$ cat config.mk
export PLATFORM = sky130hd
export DESIGN_NAME = bcd_seg_scan
export DESIGN_NICKNAME = d
export VERILOG_FILES = /design/src/rtl/bcd_disp_pkg.sv /design/src/rtl/bcd_to_seg7.sv /design/src/rtl/bcd_seg_scan.sv
export SDC_FILE = /design/constraint.sdc
export NUM_CORES = 1
export LEC_CHECK = 0
export BUFFER_PORTS_ARGS = -buffer_cell sky130_fd_sc_hd__buf_4
export CORE_MARGIN = 2
export CORE_UTILIZATION = 50
export DETAILED_ROUTE_END_ITERATION = 16
export GPL_TIMING_DRIVEN = 0
export PLACE_DENSITY = 0.76
export SETUP_SLACK_MARGIN = 0.2
export SLEW_MARGIN = 20
export SYNTH_ARGS = -nofsm -noshare
export SYNTH_HDL_FRONTEND = slang
export SYNTH_SLANG_ARGS = --single-unit
$ cat constraint.sdc
create_clock -name clk -period 4.3 [get_ports clk]
set_clock_uncertainty 0.1 [all_clocks]
set_input_delay 0.645 -clock clk [delete_from_list [all_inputs] [get_ports clk]]
set_output_delay 0.645 -clock clk [all_outputs]
set_load 0.1 [all_outputs]
$ cat src/rtl/bcd_disp_pkg.sv
// Shared constants for the multiplexed 7-segment BCD display: field widths and
// active-high segment codes in {g,f,e,d,c,b,a} order.
package bcd_disp_pkg;

   localparam int BCD_W = 4;
   localparam int SEG_W = 7;

   localparam logic [SEG_W-1:0] SEG_0     = 7'h3F;
   localparam logic [SEG_W-1:0] SEG_1     = 7'h06;
   localparam logic [SEG_W-1:0] SEG_2     = 7'h5B;
   localparam logic [SEG_W-1:0] SEG_3     = 7'h4F;
   localparam logic [SEG_W-1:0] SEG_4     = 7'h66;
   localparam logic [SEG_W-1:0] SEG_5     = 7'h6D;
   localparam logic [SEG_W-1:0] SEG_6     = 7'h7D;
   localparam logic [SEG_W-1:0] SEG_7     = 7'h07;
   localparam logic [SEG_W-1:0] SEG_8     = 7'h7F;
   localparam logic [SEG_W-1:0] SEG_9     = 7'h6F;
   localparam logic [SEG_W-1:0] SEG_DASH  = 7'h40;
   localparam logic [SEG_W-1:0] SEG_BLANK = 7'h00;

endpackage

$ cat src/rtl/bcd_to_seg7.sv
// Combinational BCD to active-high 7-segment decoder; codes 10-15 render as a dash.
module bcd_to_seg7
   import bcd_disp_pkg::*;
(
   input  logic [BCD_W-1:0] bcd_i,
   output logic [SEG_W-1:0] seg_o
);

   always_comb begin
      case (bcd_i)
         4'd0:    seg_o = SEG_0;
         4'd1:    seg_o = SEG_1;
         4'd2:    seg_o = SEG_2;
         4'd3:    seg_o = SEG_3;
         4'd4:    seg_o = SEG_4;
         4'd5:    seg_o = SEG_5;
         4'd6:    seg_o = SEG_6;
         4'd7:    seg_o = SEG_7;
         4'd8:    seg_o = SEG_8;
         4'd9:    seg_o = SEG_9;
         default: seg_o = SEG_DASH;
      endcase
   end

endmodule

$ cat src/rtl/bcd_seg_scan.sv
// Time-multiplexed N-digit 7-segment driver with double-buffered BCD input,
// leading-zero blanking, frame pulse and invalid-digit flag.
module bcd_seg_scan
   import bcd_disp_pkg::*;
#(
   parameter int N_DIGITS     = 4,
   parameter int SCAN_DIV     = 1000,
   parameter bit COMMON_ANODE = 1'b0
) (
   input  logic                      clk,
   input  logic                      reset_n,
   input  logic [BCD_W*N_DIGITS-1:0] bcd_in,
   input  logic [N_DIGITS-1:0]       dp_in,
   input  logic                      load,
   input  logic                      blank_lz,
   output logic [SEG_W-1:0]          seg,
   output logic                      dp,
   output logic [N_DIGITS-1:0]       an,
   output logic                      frame_done,
   output logic                      err
);

   localparam int                   CNT_W    = $clog2(SCAN_DIV);
   localparam int                   IDX_W    = (N_DIGITS > 1) ? $clog2(N_DIGITS) : 1;
   localparam logic [CNT_W-1:0]     CNT_LAST = CNT_W'(SCAN_DIV - 1);
   localparam logic [IDX_W-1:0]     IDX_LAST = IDX_W'(N_DIGITS - 1);
   // XOR masks that turn active-high drive into the panel's polarity; also the idle level.
   localparam logic [SEG_W-1:0]     SEG_POL  = {SEG_W{COMMON_ANODE}};
   localparam logic [N_DIGITS-1:0]  AN_POL   = {N_DIGITS{COMMON_ANODE}};

   logic [CNT_W-1:0]          cnt_q, cnt_d;
   logic [IDX_W-1:0]          idx_q, idx_d;
   logic [BCD_W*N_DIGITS-1:0] pend_bcd_q, pend_bcd_d;
   logic [N_DIGITS-1:0]       pend_dp_q, pend_dp_d;
   logic                      pend_valid_q, pend_valid_d;
   logic [BCD_W*N_DIGITS-1:0] disp_bcd_q, disp_bcd_d;
   logic [N_DIGITS-1:0]       disp_dp_q, disp_dp_d;
   logic [SEG_W-1:0]          seg_q, seg_d;
   logic                      dp_q, dp_d;
   logic [N_DIGITS-1:0]       an_q, an_d;
   logic                      err_q, err_d;

   logic                      tick;
   logic                      frame_end;
   logic [BCD_W-1:0]          digit_sel;
   logic                      dp_sel;
   logic [N_DIGITS-1:0]       an_act;
   logic [N_DIGITS-1:0]       blank_vec;
   logic                      lz_run;
   logic [SEG_W-1:0]          dec_seg;

   assign tick      = (cnt_q == CNT_LAST);
   assign frame_end = tick && (idx_q == IDX_LAST);

   // NOTE: every always_comb output gets a default first, so no path can infer a latch.
   always_comb begin
      cnt_d        = tick ? '0 : cnt_q + CNT_W'(1);
      idx_d        = idx_q;
      pend_bcd_d   = pend_bcd_q;
      pend_dp_d    = pend_dp_q;
      pend_valid_d = pend_valid_q;
      disp_bcd_d   = disp_bcd_q;
      disp_dp_d    = disp_dp_q;

      if (tick) begin
         idx_d = (idx_q == IDX_LAST) ? '0 : idx_q + IDX_W'(1);
      end

      if (frame_end && pend_valid_q) begin
         disp_bcd_d   = pend_bcd_q;
         disp_dp_d    = pend_dp_q;
         pend_valid_d = 1'b0;
      end

      // A load coinciding with the transfer lands in pending after the old value moved out.
      if (load) begin
         pend_bcd_d   = bcd_in;
         pend_dp_d    = dp_in;
         pend_valid_d = 1'b1;
      end
   end

   // Output stage looks at next-state index/data so the pins track the slot one cycle after tick.
   always_comb begin
      digit_sel = '0;
      dp_sel    = 1'b0;
      an_act    = '0;
      for (int i = 0; i < N_DIGITS; i++) begin
         if (idx_d == IDX_W'(i)) begin
            digit_sel = disp_bcd_d[BCD_W*i +: BCD_W];
            dp_sel    = disp_dp_d[i];
            an_act[i] = 1'b1;
         end
      end
   end

   // NOTE: lz_run is a scratch variable updated with blocking assignments inside the loop;
   // it must be blocking so each iteration sees the previous one's result.
   always_comb begin
      lz_run    = blank_lz;
      blank_vec = '0;
      err_d     = 1'b0;
      for (int i = N_DIGITS - 1; i >= 0; i--) begin
         if (disp_bcd_d[BCD_W*i +: BCD_W] > 4'd9) begin
            err_d = 1'b1;
         end
         if ((i > 0) && lz_run && (disp_bcd_d[BCD_W*i +: BCD_W] == '0)) begin
            blank_vec[i] = 1'b1;
         end else begin
            lz_run = 1'b0;
         end
      end
   end

   bcd_to_seg7 u_dec (
      .bcd_i (digit_sel),
      .seg_o (dec_seg)
   );

   always_comb begin
      seg_d = (|(blank_vec & an_act) ? SEG_BLANK : dec_seg) ^ SEG_POL;
      dp_d  = dp_sel ^ COMMON_ANODE;
      an_d  = an_act ^ AN_POL;
   end

   // NOTE: state registers use non-blocking assignments so all flops update from pre-edge values.
   always_ff @(posedge clk or negedge reset_n) begin
      if (!reset_n) begin
         cnt_q        <= '0;
         idx_q        <= '0;
         pend_bcd_q   <= '0;
         pend_dp_q    <= '0;
         pend_valid_q <= 1'b0;
         disp_bcd_q   <= '0;
         disp_dp_q    <= '0;
         seg_q        <= SEG_POL;
         dp_q         <= COMMON_ANODE;
         an_q         <= AN_POL;
         err_q        <= 1'b0;
      end else begin
         cnt_q        <= cnt_d;
         idx_q        <= idx_d;
         pend_bcd_q   <= pend_bcd_d;
         pend_dp_q    <= pend_dp_d;
         pend_valid_q <= pend_valid_d;
         disp_bcd_q   <= disp_bcd_d;
         disp_dp_q    <= disp_dp_d;
         seg_q        <= seg_d;
         dp_q         <= dp_d;
         an_q         <= an_d;
         err_q        <= err_d;
      end
   end

   assign seg        = seg_q;
   assign dp         = dp_q;
   assign an         = an_q;
   assign err        = err_q;
   assign frame_done = frame_end;

endmodule

==> results.cfg <==
[critical_path]
reg2reg_to = seg[0]
cpLargestDelayFamily = multiplexers
reg2reg_depth = 11
crit_type = reg -> reg
crit_chain = ha_1 -> nand4b_4 -> nor4_4 -> buf_6 -> mux2_2 -> mux2_2 -> mux2i_1 -> inv_1 -> ha_1 -> nand4b_1 -> o311ai_1
worstPathArrival_ps = 3720
cp-end-kind = flip-flop
start_kind = flip-flop
critPathMaxStageDelay_ps = 600
cp.required_ps = 4440
slowest_stage = nor4_4
worstReg2RegStart = cnt_q[0]
critPathMaxFanout = 10
path_buf_inv = 2
r2r_setup_slack_ps = 720

[synth]
synth_cell_types = 49
synth_area_per_cell_sq_um = 12.4
synth.most_common_cell = dfrtp_1
yosys-top-cells-area = dfrtp_1 54%, mux2_2 11%, mux2i_1 5.9%, ha_1 2.5%, nor2_1 2.5%
synth_common_cells = 66 x dfrtp_1, 30 x mux2_2, 20 x nor2_1
synth_warnings = 0
synth_nets = 276
synthXorXnorAreaFrac = 0.0172
synth_top_cell_by_area = dfrtp_1
yosys.area_share.simple = 0.122
ys.flop_type = dfrtp_1
synth_area_sq_mm = 0.00305
yosysSeqAreaShare = 0.541
synth_top_family_by_area = multiplexers
synth_enable_flop_cells = 0
synth_seq_cells = 66
synthCells = 246
async_flop_share = 1.00
yosysTopAreaCellShare = 0.541
synth.area.mux_share = 0.174
synthAdderAreaFrac = 0.0246
synth_compound_area_frac = 0.0811

[global_routing]
gr-total-overflow = 0
antenna_found_initial = 0
grt_max_degree = 67
grt_pass1_vias = 1957
track_usage = 0.192
grt_pass1_wl_um = 9320

[sta]
hold_viol_final = 0
fmax_mhz = 279
setup_viol = 0
slew_headroom = 0.450
rsz0062_at_grt = no
tightest_slew_ps = 825
period_minus_slack_ps = 3580
fin_tns_setup_ps = 0
drv_slew = 0
final.period_utilization = 0.833

[cts]
h-tree-depth = 3
tritoncts_num_sinks = 66
ctsHoldBuffers = 0
cts_setup_buffers = 0
cts_tree = done
insertion_delay_ps = 340
cts_buffers = 9
cts_buffer_depth = 2
clk_pin_slew_ps = 70
cts_resized = 0
cts_root_buf = clkbuf_8

[finish]
fillers = 504
syn2layout_area_growth_pct = 18.6
fin_nets = 324
seqCellArea_sq_mm = 0.00165
drive_gt1_frac = 0.344
diodes = 0
multiInputGateArea_sq_mm = 0.00128

[flow_run]
maxCapViolCount = 0

[power_and_ir_drop]
p_total_uw = 1230
power_density_mw_per_mm2 = 340
ir_worst_vdd_mv = 0.213
power.leakage_uw = 0.00182

[floorplanning]
die_x_um = 82.1
die_y_um = 82.1
dieArea_sq_mm = 0.00675
placement_rows = 28
boundaryPins = 38
start_util = 0.516
coreArea_sq_mm = 0.00592

[routing]
drc_errors = 0
avgRoutedWirePerCell_um = 15.1
routed_wl_um = 5630
via_per_inst = 5.26
first_pass_iters = 4
postRouteAntennaNets = 0
vias = 1968
drt_iter0_drc = 122

[placement]
io_buffer_count = 37
hpwlAfterDp_um = 3900
gp_congestion = 0.773

[run_status]
status = complete, no violations

[worst_hold_path]
hold_class = in -> async
-- registers in the layout, summed over array words and instances, names as in the netlist --
| register | count |
|---|---|
| err | 1 |
| idx_q | 2 |
| pend_bcd_q | 16 |
| pend_valid_q | 1 |
| an | 4 |
| pend_dp_q | 4 |
| dp | 1 |
| seg | 7 |
| cnt_q | 10 |
| disp_bcd_q | 16 |
| disp_dp_q | 4 |
-- worst max-delay path by stage --
stage / startpoint / cells past startpoint / to
6_report: cnt_q[0] / 11 / seg[0]
5_1_grt: cnt_q[0] / 12 / seg[2]
4_1_cts: cnt_q[0] / 11 / seg[0]
3_5_place_dp: cnt_q[0] / 10 / seg[5]
3_3_place_gp: cnt_q[0] / 10 / seg[5]
2_1_floorplan: cnt_q[0] / 11 / seg[0]
-- cell usage in the layout (no fill, tap or decap), types with 2 or more instances in the layout --
cell	count
nand3_1	7
clkbuf_1	5
nand2_1	19
and3_1	2
xnor2_1	2
o211ai_1	2
inv_1	16
nor2_1	20
nand4_1	2
a21oi_1	2
mux2_2	30
buf_6	4
clkbuf_8	11
xor2_1	4
buf_4	37
and2_2	2
o21ai_0	8
nand3_2	2
o311ai_1	2
ha_1	6
mux2i_1	18
dfrtp_1	66
o21a_1	2
-- cell families after synthesis --
logic type	after synthesis
buffers and inverters	24
XOR/XNOR	6
AO/OA/AOI/OAI	29
flip-flops	66
AND/OR/NAND/NOR	66
multiplexers	49
adder cells (fa/ha/maj)	6
-- per-stage QoR --
stage          utilization  setup WS [ps]  std cells  instance area (sq um)  hold WS [ps]
6_report             0.612            717        374                   3620           281
2_1_floorplan            -           1250        246                   3050           249
3_5_place_dp         0.578            745        358                   3420           352
3_3_place_gp         0.578            760        358                   3420           344
5_1_grt              0.612            427        374                   3620           351
4_1_cts              0.612            706        374                   3620           324
-- power by group --
group	switching, uW	internal [uW]	total [uW]
logic	23.3	31.4	54.7
registers	13.3	640	653
clock network	226	299	525
total	262	971	1230
-- per-layer routing --
layer / vias to the layer above / part of all wire / routed length, um / GRT usage
met5: - / 0 / 0 / 0
met2: 29 / 0.49 / 2740 / 0.298
li1: 957 / - / - / -
met3: 10 / 0.034 / 193 / 0.0424
met4: 0 / 0.020 / 112 / 0.105
met1: 972 / 0.46 / 2590 / 0.250
-- layout make-up --
type	count	share of cell area
Buffer	6	0.0145
Clock buffer	14	0.0449
Clock inverter	2	0.00967
Inverter	18	0.0193
Multi-Input combinational cell	156	0.353
Sequential cell	66	0.456
Tap cell	75	0.0259
Timing Repair Buffer	37	0.0767
Note: power is estimated with default switching activity, not from simulation.
